$ cat src/rtl/even_parity_serial_tx_pkg.sv
// epc_pkg: shared types and constants for the even-parity serial transmitter.
// Holds the FSM state enum, line levels and a frame-length helper.
package epc_pkg;

  typedef enum logic [2:0] {
    IDLE,
    START,
    DATA,
    PARITY,
    STOP
  } tx_state_t;

  localparam logic TX_IDLE_LEVEL = 1'b1;
  localparam logic START_LEVEL   = 1'b0;
  localparam logic STOP_LEVEL    = 1'b1;

  function automatic int frame_cycles(int data_w, int clks_per_bit);
    return (data_w + 3) * clks_per_bit;
  endfunction

endpackage

$ cat src/rtl/even_parity_serial_tx_bit_timer.sv
// bit_timer: counts CLKS_PER_BIT cycles per serial bit.
// Ports: clk, rst_n, i_clr (sync clear), o_bit_tick (last cycle), o_pre_tick.
module bit_timer #(
  parameter int CLKS_PER_BIT = 4
) (
  input  logic clk,
  input  logic rst_n,
  input  logic i_clr,
  output logic o_bit_tick,
  output logic o_pre_tick
);

  localparam int CW =
    (CLKS_PER_BIT > 1) ? $clog2(CLKS_PER_BIT) : 1;
  localparam int LAST_I = CLKS_PER_BIT - 1;
  localparam int PRE_I =
    (CLKS_PER_BIT > 1) ? CLKS_PER_BIT - 2 : 0;
  localparam logic [CW-1:0] LAST = LAST_I[CW-1:0];
  localparam logic [CW-1:0] PRE  = PRE_I[CW-1:0];

  logic [CW-1:0] r_cnt;

  always_ff @(posedge clk) begin
    if (!rst_n) begin
      r_cnt <= '0;
    end else if (i_clr || o_bit_tick) begin
      r_cnt <= '0;
    end else begin
      r_cnt <= r_cnt + 1'b1;
    end
  end

  assign o_bit_tick = (r_cnt == LAST);
  // Next cycle is the tick cycle; lets the top register frame_done.
  assign o_pre_tick = (CLKS_PER_BIT > 1) && (r_cnt == PRE);

endmodule

$ cat src/rtl/even_parity_serial_tx.sv
// even_parity_serial_tx: valid/ready word in, start/data/parity/stop out on tx.
// Ports: data_in/in_valid/in_ready, tx, data_out/parity, busy, frame_done.
module even_parity_serial_tx
  import epc_pkg::*;
#(
  parameter int DATA_W       = 4,
  parameter int CLKS_PER_BIT = 4
) (
  input  logic              clk,
  input  logic              rst_n,
  input  logic [DATA_W-1:0] data_in,
  input  logic              in_valid,
  output logic              in_ready,
  output logic              tx,
  output logic [DATA_W-1:0] data_out,
  output logic              parity,
  output logic              busy,
  output logic              frame_done
);

  localparam int IW = (DATA_W > 1) ? $clog2(DATA_W) : 1;
  localparam int LAST_IDX_I = DATA_W - 1;
  localparam logic [IW-1:0] LAST_IDX = LAST_IDX_I[IW-1:0];

  tx_state_t         r_state;
  logic [IW-1:0]     r_bit_idx;
  logic [DATA_W-1:0] r_data;
  logic              r_parity;
  logic              r_tx;
  logic              r_ready;
  logic              r_busy;
  logic              r_done;

  logic              w_tick;
  logic              w_pre_tick;
  logic              w_clr;
  logic [IW-1:0]     w_idx_nxt;

  assign w_clr     = (r_state == IDLE);
  assign w_idx_nxt = r_bit_idx + 1'b1;

  bit_timer #(
    .CLKS_PER_BIT(CLKS_PER_BIT)
  ) u_timer (
    .clk       (clk),
    .rst_n     (rst_n),
    .i_clr     (w_clr),
    .o_bit_tick(w_tick),
    .o_pre_tick(w_pre_tick)
  );

  // Outputs hold the value for the state being entered.
  always_ff @(posedge clk) begin
    if (!rst_n) begin
      r_state   <= IDLE;
      r_bit_idx <= '0;
      r_data    <= '0;
      r_parity  <= 1'b0;
      r_tx      <= TX_IDLE_LEVEL;
      r_ready   <= 1'b1;
      r_busy    <= 1'b0;
      r_done    <= 1'b0;
    end else begin
      r_done <= 1'b0;
      unique case (r_state)
        IDLE: begin
          if (in_valid && r_ready) begin
            r_data    <= data_in;
            r_parity  <= ^data_in;
            r_bit_idx <= '0;
            r_state   <= START;
            r_tx      <= START_LEVEL;
            r_ready   <= 1'b0;
            r_busy    <= 1'b1;
          end
        end
        START: begin
          if (w_tick) begin
            r_state   <= DATA;
            r_bit_idx <= '0;
            r_tx      <= r_data[0];
          end
        end
        DATA: begin
          if (w_tick) begin
            if (r_bit_idx == LAST_IDX) begin
              r_state <= PARITY;
              r_tx    <= r_parity;
            end else begin
              r_bit_idx <= w_idx_nxt;
              r_tx      <= r_data[w_idx_nxt];
            end
          end
        end
        PARITY: begin
          if (w_tick) begin
            r_state <= STOP;
            r_tx    <= STOP_LEVEL;
            // A one-cycle stop bit is its own last cycle.
            r_done  <= (CLKS_PER_BIT == 1);
          end
        end
        STOP: begin
          if (w_tick) begin
            r_state <= IDLE;
            r_tx    <= TX_IDLE_LEVEL;
            r_ready <= 1'b1;
            r_busy  <= 1'b0;
          end else begin
            r_done <= w_pre_tick;
          end
        end
        default: begin
          r_state <= IDLE;
          r_tx    <= TX_IDLE_LEVEL;
          r_ready <= 1'b1;
          r_busy  <= 1'b0;
        end
      endcase
    end
  end

  assign in_ready   = r_ready;
  assign tx         = r_tx;
  assign data_out   = r_data;
  assign parity     = r_parity;
  assign busy       = r_busy;
  assign frame_done = r_done;

endmodule

$ cat config.mk
export PLATFORM = sky130hd
export DESIGN_NAME = even_parity_serial_tx
export DESIGN_NICKNAME = d
export VERILOG_FILES = /design/src/rtl/even_parity_serial_tx_pkg.sv /design/src/rtl/even_parity_serial_tx_bit_timer.sv /design/src/rtl/even_parity_serial_tx.sv
export SDC_FILE = /design/constraint.sdc
export NUM_CORES = 1
export LEC_CHECK = 0
export ABC_AREA = 1
export BUFFER_PORTS_ARGS = -buffer_cell sky130_fd_sc_hd__buf_2
export CAP_MARGIN = 20
export CORE_MARGIN = 2
export CORE_UTILIZATION = 47
export CTS_CLUSTER_DIAMETER = 150
export DETAILED_ROUTE_END_ITERATION = 7
export PLACE_DENSITY = 0.81
export SETUP_SLACK_MARGIN = 0.02
export SLEW_MARGIN = 10
export SYNTH_ARGS = -nofsm -noshare
export SYNTH_HDL_FRONTEND = slang
export SYNTH_HIERARCHICAL = 1
export SYNTH_SLANG_ARGS = --single-unit
$ cat constraint.sdc
create_clock -name clk -period 1.2 [get_ports clk]
set_input_delay 0.12 -clock clk [delete_from_list [all_inputs] [get_ports clk]]
set_output_delay 0.12 -clock clk [all_outputs]
set_load 0.01 [all_outputs]
======== Word-level counts from Yosys, hierarchy flattened ========
Index checks and enable logic that the tools add are counted.
storage, ports and cells
  bits of input ports ..................... 7
  output and inout port bits .............. 9
  register bits after elaboration ......... 16
cells by class
  order comparisons ....................... 1
  add/sub/neg operators ................... 2
  bitwise gates (word level) .............. 3
  mux-type cells .......................... 24
  reduce and logical (&&, ||, !) cells .... 14
  equality and inequality tests ........... 15
operator list
  cell                                                    count
  two-way mux 3 bit                                       6
  one-hot mux 3 bit (5 select lines)                      1
  inequality test 2 x 1 -> 1 bit (second input constant)  5
  two-way mux 1 bit                                       8
  two-way mux 2 bit                                       4
  == test 2 bit (second input constant)                   3
  == test 3 x 2 -> 1 bit (second input constant)          2
  inequality test 2 bit (second input constant)           3
  one-hot mux 1 bit (3 select lines)                      2
  one-hot mux 2 bit (3 select lines)                      1
  AND reduction 6 bit                                     1
  OR reduction 3 bit                                      2
  AND reduction 5 bit                                     1
  adder 2 x 1 -> 2 bit (second input constant)            2
  one-hot mux 1 bit (4 select lines)                      1
  AND reduction 4 bit                                     1
  OR reduction 2 bit                                      2
  parity 4 bit                                            1
  == test 3 x 1 -> 1 bit (second input constant)          1
  == test 3 bit (second input constant)                   1
  logical NOT 3 bit                                       1
  < comparator 2 x 3 -> 1 bit (second input constant)     1
  NOT 1 bit                                               3
  AND reduction 3 bit                                     1
  5 further kinds                                         5

======== Longest topological paths before layout ========
Gate-level depths: netlist of the first run.
  depth after elaboration ................. 6
  depth in mapped cells ................... 8
  mapped depth without buffers ............ 8

======== By module ========
The synthesis of the first run kept the hierarchy.
modules (own cells, without submodules)
  module                 cells an instance  instances  area an instance (µm²)
  even_parity_serial_tx  108                1          764.5
  bit_timer              9                  1          83.8

======== Worst setup path after synthesis of the first run ========
Ideal clock, no wire load.
  path kind ............................... register to register
  from .................................... reg u_timer.r_cnt[0]
  to ...................................... reg r_state[1]
  setup slack ............................. 0.044 ns
  library setup time ...................... 0.117 ns
  arrival ................................. 1.039 ns
  data required time ...................... 1.083 ns
  buffers on the path ..................... 0
  period minus slack after synthesis ...... 1.156 ns
  stages on the path, launching flop included .. 8
  cell sequence ........................... dfxtp_1 -> ha_1 -> nor2_1 -> nand2_2 -> nand2_2 -> nor2_2 -> o21ai_1 -> nor2_1
on the way
  longest elaborated chain between the ends .. 3
RTL lines
  item                                             RTL line                               text
  start, declared                                  even_parity_serial_tx_bit_timer.sv:21  logic [CW-1:0] r_cnt;
  start signal, assigned                           even_parity_serial_tx_bit_timer.sv:29  r_cnt <= r_cnt + 1'b1;
  == test 2 bit (*)                                even_parity_serial_tx_bit_timer.sv:33  assign o_bit_tick = (r_cnt == LAST);
  named net w_tick                                 even_parity_serial_tx.sv:34            logic w_tick;
  inequality test 2 x 1 -> 1 bit (no source line)  -
  AND reduction 6 bit (no source line) (*)         -
  end signal, assigned                             even_parity_serial_tx.sv:55            r_state <= IDLE;
  end signal, assigned                             even_parity_serial_tx.sv:71            r_state <= START;
  end signal, assigned                             even_parity_serial_tx.sv:79            r_state <= DATA;
  end, declared                                    even_parity_serial_tx.sv:25            tx_state_t r_state;
Mark *: on every way through the listed nets, which the timed path passes. The rest lies on a longest branch.
A chain may end at the register's enable or synchronous reset.

======== Final worst setup path of the first run ========
  from .................................... reg r_state[0]
  to ...................................... reg r_state[0]
on the way
  longest elaborated chain between the ends .. 3
RTL lines
  item                                                                                             RTL line                     text
  == test 3 x 1 -> 1 bit, or another cell as far along                                             even_parity_serial_tx.sv:65  unique case (r_state)
  inequality test 2 x 1 -> 1 bit (no source line) / inequality test 2 bit (equally long branches)  -
  AND reduction 6 bit (no source line)                                                             -
Parallel ways exist; a longest one is shown, timed or not.

==> out/metrics.cfg, run 1 <==
[setup_path]
worst_path_arrival_ns = 1.46
path_cells = nor2_4 -> buf_4 -> nor3_4 -> nor2_4 -> nand3_2 -> a21oi_2
max_stage_delay_ns = 0.40
endpoint_kind = register
crit-reg2reg-capture = r_state[0]
timing.setup.critical_path_class = reg -> reg
worst_ep_required_time_ns = 1.44
rrSetupSlack_ns = -0.02
rr_worst_depth = 6
startpoint_type = register
cp_max_fo = 6
cp_dominant_cell_by_count = nor2_4
r2r_start = r_state[0]
slowest_stage = dfxtp_4

[synthesis]
syn-instance-count = 117
synth_nets = 127
synth-seq-area-share_pct = 37.76
syn-mean-instance-area_um2 = 7.251
combinational_family_with_the_most_area_after_synthesis = simple AND/OR/NAND/NOR gates
post_synth_num_cell_types = 24
synth-compound-area-share_pct = 14.31
synth_area_leaders = dfxtp_1 38%, nand2_1 8.8%, nor2_1 6.2%
synthMuxAreaShare_pct = 0
synthesis.area_um2 = 848.3
ys_ff_latch = 16
synthXorXnorAreaFrac_pct = 3.097
yosys.area_share.simple_pct = 31.71
synth_top_cell_area_share_pct = 37.76
post_synth_fa_ha_maj_area_fraction_pct = 4.425
synth_top_area_cell = dfxtp_1
synth-warning-count = 6

[power_and_ir_drop]
leakage_nw = 0.5361
power_per_standard_cell_area_nw_per_um2 = 2208
vdd.ir_drop.worst_v = 0.001261

[die]
core_area_um2 = 1708
floorplan.initialDensity_pct = 49.67
fp.dieArea_um2 = 2161
num_rows = 15
die_w_um = 46.49
io_pins = 16
die_height_um = 46.49

[sta]
maxSlewHeadroom_pct = 79.79
grt_setup_unrepaired = yes
timing_worst_slew_pin_value_ns = 0.3028
timing_max_transition_violations_final = 0
final_total_negative_setup_slack_ns = -0.04082
max_clock_freq_ghz = 0.8172
final_number_of_hold_violating_endpoints = 0
worst_slack_ns = -0.02370
fin_worst_skew_ns = 0.0009076
final_min_period_over_clock_period_pct = 102.0
final-setup-viol-count = 3
timing.final.crit_period_ns = 1.224

[placement]
dpl.hpwl_um = 1394
portBuffers = 15
placed_cell_count = 159
final_wtd_congestion = 0.8502

[clock_tree]
holdBufCountCts = 0
clockRootBuffer = clkbuf_4
cts_max_path_buffers = 2
cts_buffers = 3
clock-sinks = 16
cts_htree_levels = 1
clock_pin_slew_on_the_worst_setup_and_hold_paths_ns = 0.10
clock_latency_reported_for_the_late_side_of_the_worst_skew_pair_ns = 0.30
cts_tree = yes

[routing]
routed-wl-met2_um = 1239
routed_wire_length_per_instance_um = 13.93
drc_errors = 0
met1_length_um = 850
routed_wirelength_um = 2312
highest_metal_used = met4
drtAntennaViolNets = 0
route.detailed.vias_per_inst = 5.422
drt-initial-drc-count = 39
firstDrtPassIters = 4
route.vias.total = 900
met3_length_um = 164

[final_layout]
layout_fillers = 126
final_net_count = 152
drive_above_1_share_pct = 44.68
num_antenna_cells = 0
count_of_non_filler_cells_in_the_finished_layout = 166
sequential_cell_area_um2 = 334.1
combined_area_of_the_multi_input_logic_cells_um2 = 568.0
areaGrowthSynthToFinish_pct = 36.87
final_util_pct = 67.99

[hold_path]
hp-start = data_in[3]
holdCritPathClass = in -> reg
min_path_cells = 3
hold_path_end = data_out[3]

[outcome]
violations = setup timing
status = complete, but fails checks

[flow_run]
max_cap_viol_count = 0

[grt]
grt_overflow = 0
grt_usage_pct = 20.95
grt_max_degree = 11
grt_pass1_wl_um = 3215
number_of_antenna_violations_at_the_first_check_in_global_routing = 0
vias_in_the_first_global_route = 801

per-stage QoR:
stage / setup WS, ns / total power (W) / hold slack, ns / instance area, um^2
after floorplan: 0.04401 / 0.001585 / 0.2563 / 848.3
after global placement: 0.03029 / 0.001833 / 0.3876 / 972.2
after detailed placement: -0.04822 / 0.001876 / 0.3994 / 972.2
after CTS: 0.01187 / 0.002282 / 0.09213 / 1045
after global routing: -0.08397 / 0.002726 / 0.08749 / 1161
final: -0.02370 / 0.002564 / 0.08182 / 1161
flip-flops by register name, summed over array words and instances (netlist names):
register / count
parity: 1
r_bit_idx: 2
frame_done: 1
u_timer/r_cnt: 2
r_state: 3
data_out: 4
in_ready: 1
tx: 1
busy: 1
where the power goes:
| group | total, W | internal, W | switching (W) |
|---|---|---|---|
| clock network | 0.000370 | 0.000185 | 0.000184 |
| logic | 0.00133 | 0.000524 | 0.000807 |
| registers | 0.000863 | 0.000699 | 0.000164 |
| total | 0.00256 | 0.00141 | 0.00116 |
worst max path at each step:
stage | startpoint | to | slack (ns) | cells past startpoint
after global routing | r_state[0] | data_out[2] | -0.08 | 6
after floorplan | u_timer/r_cnt[0] | r_state[1] | 0.04 | 7
after global placement | r_state[2] | r_state[1] | 0.03 | 7
after CTS | u_timer/r_cnt[0] | r_state[0] | 0.01 | 7
after detailed placement | u_timer/r_cnt[0] | frame_done | -0.05 | 5
final | r_state[0] | r_state[0] | -0.02 | 6
critical path, delay by kind of cell, from the launching register on:
| kind | cells | cell delay, ns |
|---|---|---|
| DFF | 1 | 0.40 |
| buffers and inverters | 1 | 0.17 |
| AOI/OAI and AO/OA | 1 | 0.12 |
| and+or+nand+nor | 4 | 0.48 |
routing by layer:
| layer | vias up | track usage, % |
|---|---|---|
| li1 | 422 | - |
| met1 | 422 | 23.28 |
| met2 | 47 | 37.50 |
| met3 | 9 | 3.137 |
| met4 | 0 | 11.43 |
| met5 | - | 0 |
cells by family (layout without fill, tap and decap cells):
kind of cell               after synthesis  count (layout)
AOI/OAI and AO/OA                       21              21
buffers and inverters                   18              42
adders and majority gates                3               3
DFF                                     16              16
xor gates and xnor gates                 3               3
and+or+nand+nor                         56              56
placed cells by master (no fill, tap or decap), types with 3 or more instances in the layout:
master / n
xnor2_1: 3
o21ai_1: 6
a21oi_1: 6
nand3_1: 5
nand2_2: 5
dfxtp_1: 11
a21oi_2: 5
nor2_1: 11
nor2_4: 4
dfxtp_4: 3
buf_4: 6
nor2_2: 4
clkbuf_4: 3
nand2_1: 18
inv_1: 13
buf_2: 15
layout make-up:
class	instances	share of cell area, %
Sequential cell	16	28.77
Tap cell	25	2.694
Inverter	17	6.142
Timing Repair Buffer	21	10.34
Clock buffer	4	3.125
Multi-Input combinational cell	83	48.92
timing repair:
action	4_1_cts	5_1_grt
pin swaps	3	4
buffers inserted	1	2
gates resized for setup	8	25
endpoints found under the setup margin	13	13
gates cloned	0	0
cell usage after synthesis (all sizes together):
cell type / count
a21oi: 11
clkbuf: 1
clkinv: 1
dfxtp: 16
ha: 3
inv: 16
nand2: 25
nand3: 8
nand4: 1
nor2: 19
nor3: 2
nor3b: 1
o211ai: 2
o21ai: 8
xnor2: 3
Power figures use the tool's default switching activity.
==> inputs of run 2 (changes only) <==
--- a/config.mk
+++ b/config.mk
@@ -14,6 +14,7 @@
 export DETAILED_ROUTE_END_ITERATION = 7
 export PLACE_DENSITY = 0.81
 export SETUP_SLACK_MARGIN = 0.02
+export SKIP_CTS_REPAIR_TIMING = 1
 export SLEW_MARGIN = 10
 export SYNTH_ARGS = -nofsm -noshare
 export SYNTH_HDL_FRONTEND = slang
==> run 2 against run 1 <==
The flow now finishes without violations. Setup slack gained 0.060 ns. Register-to-register slack improved by 0.06 ns. Clock skew rose by 0.00056 ns. Hold slack gained 0.0062 ns. Cell area decreased by 8.4%. Die area did not move. Cell count is 1.8% lower. Non-clock buffer count decreased by 3. Clock-buffer cell count is the same. Critical path type unchanged. Critical endpoint is now r_state[1].
==> out/metrics.cfg, run 2 (synthesized netlist as in run 1, its figures left out) <==
[outcome]
status = completed

[setup_path]
startpoint_type = register
rr_worst_depth = 6  ; unchanged
max_stage_delay_ns = 0.39  ; about the same
cp_max_fo = 6  ; unchanged
crit-reg2reg-capture = r_state[1]
cp_dominant_cell_by_count = nor2_1
critical_path.startpoint = r_state[0]
path_cells = nor2_4 -> nor2_1 -> nand2_1 -> nand3_1 -> nor3_1 -> nor2_1
endpoint_kind = register
slowest_stage = dfxtp_4
rrSetupSlack_ns = 0.04  ; +0.06 ns
worst_ep_required_time_ns = 1.39  ; -0.05 ns
r2r_start = r_state[0]
worst_path_arrival_ns = 1.36  ; -0.10 ns
timing.setup.critical_path_class = reg -> reg

[placement]
portBuffers = 15  ; unchanged
final_wtd_congestion = 0.8502  ; unchanged
detailedPlace.worstSlack_ns = -0.04822  ; unchanged
dpl.hpwl_um = 1394  ; unchanged

[grt]
grt_max_degree = 11  ; unchanged
grt_overflow = 0  ; unchanged
number_of_antenna_violations_at_the_first_check_in_global_routing = 0  ; unchanged
grt_pass1_wl_um = 3022  ; -6.0%
grt_usage_pct = 19.73  ; -1.2 points
vias_in_the_first_global_route = 763  ; -4.7%

[clock_tree]
cts_buffers = 3  ; unchanged
clockRootBuffer = clkbuf_4
cts_tree = yes
clock_pin_slew_on_the_worst_setup_and_hold_paths_ns = 0.10  ; about the same
clock-sinks = 16  ; unchanged
clock_latency_reported_for_the_late_side_of_the_worst_skew_pair_ns = 0.29  ; about the same
cts_max_path_buffers = 2  ; unchanged
cts_htree_levels = 1  ; unchanged

[power_and_ir_drop]
vdd.ir_drop.worst_v = 0.001253  ; -0.64%
power_per_standard_cell_area_nw_per_um2 = 2182  ; -1.2%
leakage_nw = 0.4986  ; -7.0%

[routing]
routed_wire_length_per_instance_um = 12.02  ; -14%
drtAntennaViolNets = 0  ; unchanged
routed_wirelength_um = 1960  ; -15%
route.vias.total = 839  ; -6.8%
route.detailed.vias_per_inst = 5.147  ; -5.1%
drt-initial-drc-count = 38  ; -2.6%
drc_errors = 0  ; unchanged
firstDrtPassIters = 4  ; unchanged

[die]
num_rows = 15  ; unchanged
fp.dieArea_um2 = 2161  ; unchanged
die_height_um = 46.49  ; unchanged
core_area_um2 = 1708  ; unchanged
floorplan.initialDensity_pct = 49.67  ; unchanged
io_pins = 16  ; unchanged
die_w_um = 46.49  ; unchanged

[sta]
worst_slack_ns = 0.03582  ; +0.05952 ns
timing_max_transition_violations_final = 0  ; unchanged
fin_worst_skew_ns = 0.001466  ; +0.0005586 ns
timing.final.crit_period_ns = 1.164  ; -0.05952 ns
maxSlewHeadroom_pct = 83.39  ; +3.6 points
final-setup-viol-count = 0  ; -3
max_clock_freq_ghz = 0.8590  ; +5.1%
worst_hold_slack_ns = 0.08798  ; +0.006158 ns
grt_setup_unrepaired = yes
final_min_period_over_clock_period_pct = 97.02  ; -5.0 points
final_number_of_hold_violating_endpoints = 0  ; unchanged
timing_worst_slew_pin_value_ns = 0.2489  ; -0.05389 ns

[final_layout]
largest_reg_flops = 4  ; unchanged
drive_above_1_share_pct = 37.68  ; -7.0 points
num_antenna_cells = 0  ; unchanged
final_common_cell = nand2_1
areaGrowthSynthToFinish_pct = 25.37
sequential_cell_area_um2 = 334.1  ; unchanged
highest_count_cells_in_the_layout_ignoring_fill_and_taps = 20 x nand2_1, 15 x buf_2, 13 x inv_1, 13 x nor2_1, 9 x dfxtp_1
layout_fillers = 137  ; +8.7%
combined_area_of_the_multi_input_logic_cells_um2 = 495.5  ; -13%
final_net_count = 149  ; -2.0%

[hold_path]
hp-start = data_in[3]
hold_path_end = data_out[3]
min_path_cells = 3  ; unchanged
holdCritPathClass = in -> reg

[flow_run]
max_cap_viol_count = 0  ; unchanged

## run 2: cell count changes in the layout (fill, tap and decap cells not counted), sizes merged
cell  delta
buf      -3
## run 2: cell type report
class	count	share of cell area (%)
timing repair buffer	18	9.176
tap	25	2.941
sequential	16	31.41
inverter	17	6.471
multi-input combinational	83	46.59
clock buffer	4	3.412
## run 2: routing by layer
layer  routed length, um  share of wire, %  global-route usage, %  vias to the layer above
li1                    -                 -                      -                      419
met1                 800                41                  22.75                      387
met2                 996                51                  34.72                       24
met3                  87               4.4                  2.353                        9
met4                  76               3.9                  10.86                        0
met5                   0                 0                      0                        -
## run 2: where the power goes
group          internal (W)  switching, W  total [W]
registers          0.000700      0.000151   0.000851
logic              0.000429      0.000674    0.00110
clock network      0.000185      0.000181   0.000366
total               0.00131       0.00101    0.00232
## run 2: how the worst max path moves through the flow
stage / endpoint / slack, ns / cells after the start
finish: r_state[1] / 0.04 / 6
global route: r_state[0] / -0.06 / 7
CTS: frame_done / -0.11 / 5
detailed placement: frame_done / -0.05 / 5
global placement: r_state[1] / 0.03 / 7
floorplan: r_state[1] / 0.04 / 7
## run 2: critical path, delay by kind of cell, from the launching register on
kind	cells	cell delay [ns]
AND/OR/NAND/NOR	6	0.67
flip-flops	1	0.39
## run 2: stage by stage
stage / utilization (%) / TNS, ns / total power (W) / std cells / area [um^2]
floorplan: - / 0 / 0.001585 / 117 / 848.3
global route: 62.27 / -0.1816 / 0.002501 / 163 / 1064
detailed placement: 56.92 / -0.09258 / 0.001876 / 159 / 972.2
global placement: 56.92 / 0 / 0.001833 / 159 / 972.2
CTS: 59.05 / -0.2438 / 0.002235 / 163 / 1008
finish: 62.27 / 0 / 0.002321 / 163 / 1064
==> inputs of run 3 (changes only) <==
--- a/config.mk
+++ b/config.mk
@@ -5,7 +5,6 @@
 export SDC_FILE = /design/constraint.sdc
 export NUM_CORES = 1
 export LEC_CHECK = 0
-export ABC_AREA = 1
 export BUFFER_PORTS_ARGS = -buffer_cell sky130_fd_sc_hd__buf_2
 export CAP_MARGIN = 20
 export CORE_MARGIN = 2
@@ -18,5 +17,4 @@
 export SLEW_MARGIN = 10
 export SYNTH_ARGS = -nofsm -noshare
 export SYNTH_HDL_FRONTEND = slang
-export SYNTH_HIERARCHICAL = 1
 export SYNTH_SLANG_ARGS = --single-unit
==> run 3 against run 2 <==
The flow now finishes with violations (setup timing). Sequential share of layout area down 1.4 points. First-iteration DRC count shrank 53%. Non-clock buffer count up 9. Critical endpoint is now r_state[0].
==> out/metrics.cfg, run 3 <==
[synthesis]
ys_async_sr_fraction_pct = 0  ; unchanged
yosysMostFrequentCell = dfxtp_1
synth_edf_count = 0  ; unchanged
synth-warning-count = 0  ; -6
synth_top_cell_area_share_pct = 38.91  ; +1.1 points
synth_area_leaders = dfxtp_1 39%, mux2i_1 9.7%, nor2b_1 5.3%
synth-seq-area-share_pct = 38.91  ; +1.1 points
post_synth_num_cell_types = 32  ; +33%
synth_top_area_cell = dfxtp_1
synthesis.area_um2 = 823.3  ; -2.9%
syn-instance-count = 85  ; -27%
synth_commonest_cells = 16 x dfxtp_1, 8 x mux2i_1, 7 x nand2_1, 7 x nor2b_1, 4 x nor2_1
synth_nets = 95  ; -25%
syn-mean-instance-area_um2 = 9.686  ; +34%
ys_ff_latch = 16  ; unchanged
synth-main-ff-cell = dfxtp_1

[sta]
worst_slack_ns = -0.2662  ; -0.3020 ns
grt_setup_unrepaired = yes
worst_hold_slack_ns = 0.1105  ; +0.02250 ns
final_number_of_hold_violating_endpoints = 0  ; unchanged
timing.final.crit_period_ns = 1.466  ; +0.3020 ns
timing_max_transition_violations_final = 0  ; unchanged
fin_worst_skew_ns = 0.004939  ; +0.003473 ns
maxSlewHeadroom_pct = 61.81  ; -22 points
max_clock_freq_ghz = 0.6820  ; -21%
timing_worst_slew_pin_value_ns = 0.5651  ; +0.3162 ns
final_min_period_over_clock_period_pct = 122.2  ; +25 points
final-setup-viol-count = 12  ; +12

[placement]
final_wtd_congestion = 0.8939  ; +5.1%
detailedPlace.worstSlack_ns = -0.2626  ; -0.2144 ns
dpl.hpwl_um = 1199  ; -14%
portBuffers = 15  ; unchanged
placed_cell_count = 123  ; -23%

[final_layout]
largest_reg_flops = 4  ; unchanged
final_common_cell = buf_2
highest_count_cells_in_the_layout_ignoring_fill_and_taps = 15 x buf_2, 11 x dfxtp_1, 11 x buf_4
areaGrowthSynthToFinish_pct = 34.04
final_util_pct = 65.33  ; +3.1 points
count_of_non_filler_cells_in_the_finished_layout = 128  ; -21%
num_antenna_cells = 0  ; unchanged
drive_above_1_share_pct = 45.05  ; +7.4 points
final_net_count = 122  ; -18%

[die]
die_height_um = 45.86  ; -1.4%
fp.dieArea_um2 = 2103  ; -2.7%
floorplan.initialDensity_pct = 48.74  ; -0.93 points
num_rows = 15  ; unchanged
core_area_um2 = 1689  ; -1.1%
io_pins = 16  ; unchanged
die_w_um = 45.86  ; -1.4%

[setup_path]
r2r_start = u_timer.r_cnt[1]
worstPathBufferInverterCount = 0  ; unchanged
critical_path_depth = 5  ; -1
slowest_stage = or4b_4
crit_family = simple AND/OR/NAND/NOR gates
rr_worst_depth = 5  ; -1
timing.setup.critical_path_class = reg -> reg
max_stage_delay_ns = 0.50  ; +0.11 ns
startpoint_type = register
rrSetupSlack_ns = -0.27  ; -0.30 ns
cp_max_fo = 3  ; -3
crit-reg2reg-capture = r_state[0]
endpoint_kind = register
worst_path_arrival_ns = 1.65  ; +0.29 ns
path_cells = ha_4 -> or4b_4 -> o31ai_4 -> mux2i_1 -> nor2b_1
worst_ep_required_time_ns = 1.39  ; about the same

[routing]
firstDrtPassIters = 4  ; unchanged
drc_errors = 0  ; unchanged
drt-initial-drc-count = 18  ; -53%
drtAntennaViolNets = 0  ; unchanged
route.vias.total = 694  ; -17%
routed_wire_length_per_instance_um = 13.01  ; +8.2%
routed_wirelength_um = 1665  ; -15%
route.detailed.vias_per_inst = 5.422  ; +5.3%

[power_and_ir_drop]
tot_pwr_w = 0.001206  ; -48%
vdd.ir_drop.worst_v = 0.0007479  ; -40%
power_per_standard_cell_area_nw_per_um2 = 1093  ; -50%
leakage_nw = 0.4832  ; -3.1%

[clock_tree]
clock_latency_reported_for_the_late_side_of_the_worst_skew_pair_ns = 0.28  ; about the same
cts_buffers = 3  ; unchanged
clock-sinks = 16  ; unchanged
clock_pin_slew_on_the_worst_setup_and_hold_paths_ns = 0.09  ; about the same
clockRootBuffer = clkbuf_4
cts_max_path_buffers = 2  ; unchanged
cts_tree = yes
cts_htree_levels = 1  ; unchanged

[grt]
grt_pass1_wl_um = 2601  ; -14%
vias_in_the_first_global_route = 630  ; -17%
grt_overflow = 0  ; unchanged
grt_usage_pct = 17.39  ; -2.3 points
number_of_antenna_violations_at_the_first_check_in_global_routing = 0  ; unchanged
grt_max_degree = 18  ; +7

[hold_path]
hold_path_end = data_out[1]
holdCritPathClass = in -> reg
hp-start = data_in[1]
min_path_cells = 3  ; unchanged

[outcome]
status = complete, but fails checks
violations = setup timing

[flow_run]
max_cap_viol_count = 0  ; unchanged

run 3: changes by cell type after synthesis, moves of 6 or more:
cell | before | now
nand2_1 | 20 | 7
inv_1 | 13 | 2
nor2_1 | 14 | 4
mux2i_1 | 0 | 8
nor2b_1 | 0 | 7
a21oi_1 | 9 | 3
run 3: layout make-up:
class | instances | area (um^2)
timing repair buffer | 27 | 172.7
fill | 139 | 585.6
inverter | 3 | 11.26
clock buffer | 4 | 36.28
multi-input combinational | 61 | 530.5
sequential | 16 | 331.6
tap | 17 | 21.27
run 3: per-stage QoR:
| stage | cell area (um^2) | setup TNS, ns |
|---|---|---|
| 5_1_grt | 1104 | -2.512 |
| 3_5_place_dp | 1008 | -1.575 |
| 6_report | 1104 | -1.878 |
| 2_1_floorplan | 863.3 | -0.9580 |
| 3_3_place_gp | 1008 | -1.356 |
| 4_1_cts | 1045 | -1.803 |
run 3: tightest hold or removal path, cell delays in order:
cell     delay [ns]
buf_2          0.09
mux2i_1        0.06
nor2b_1        0.09
run 3: cell families (layout without fill, tap and decap cells):
group,after synthesis,after routing,synth area share (%)
flip-flops,16,16,38.91
multiplexers,9,9,12.46
adder cells (fa/ha/maj),3,3,4.560
AO/OA/AOI/OAI,12,12,11.55
AND/OR/NAND/NOR,33,33,24.17
XOR/XNOR,4,4,4.256
buffers and inverters,8,34,4.103
run 3: power by group:
part	switching, W	internal (W)	leakage [nW]
logic	0.000124	0.000139	0.329
clock network	0.000166	0.000185	0.0210
registers	0.0000269	0.000565	0.133
total	0.000317	0.000888	0.483
run 3: worst max path at each step:
stage / startpoint / endpoint / slack (ns)
floorplan: u_timer.r_cnt[0] / r_state[0] / -0.23
global placement: u_timer.r_cnt[1] / r_state[0] / -0.22
detailed placement: u_timer.r_cnt[1] / r_state[0] / -0.26
CTS: u_timer.r_cnt[1] / r_state[0] / -0.26
global route: u_timer.r_cnt[1] / r_state[0] / -0.32
finish: u_timer.r_cnt[1] / r_state[0] / -0.27
run 3: per-layer routing:
metal  track usage, %  up-vias  part of all wire [%]
li1                 -      351                     -
met1            22.22      329                    44
met2            27.50       10                    52
met3            3.571        4                   2.5
met4            8.571        0                   1.7
met5                0        -                     0
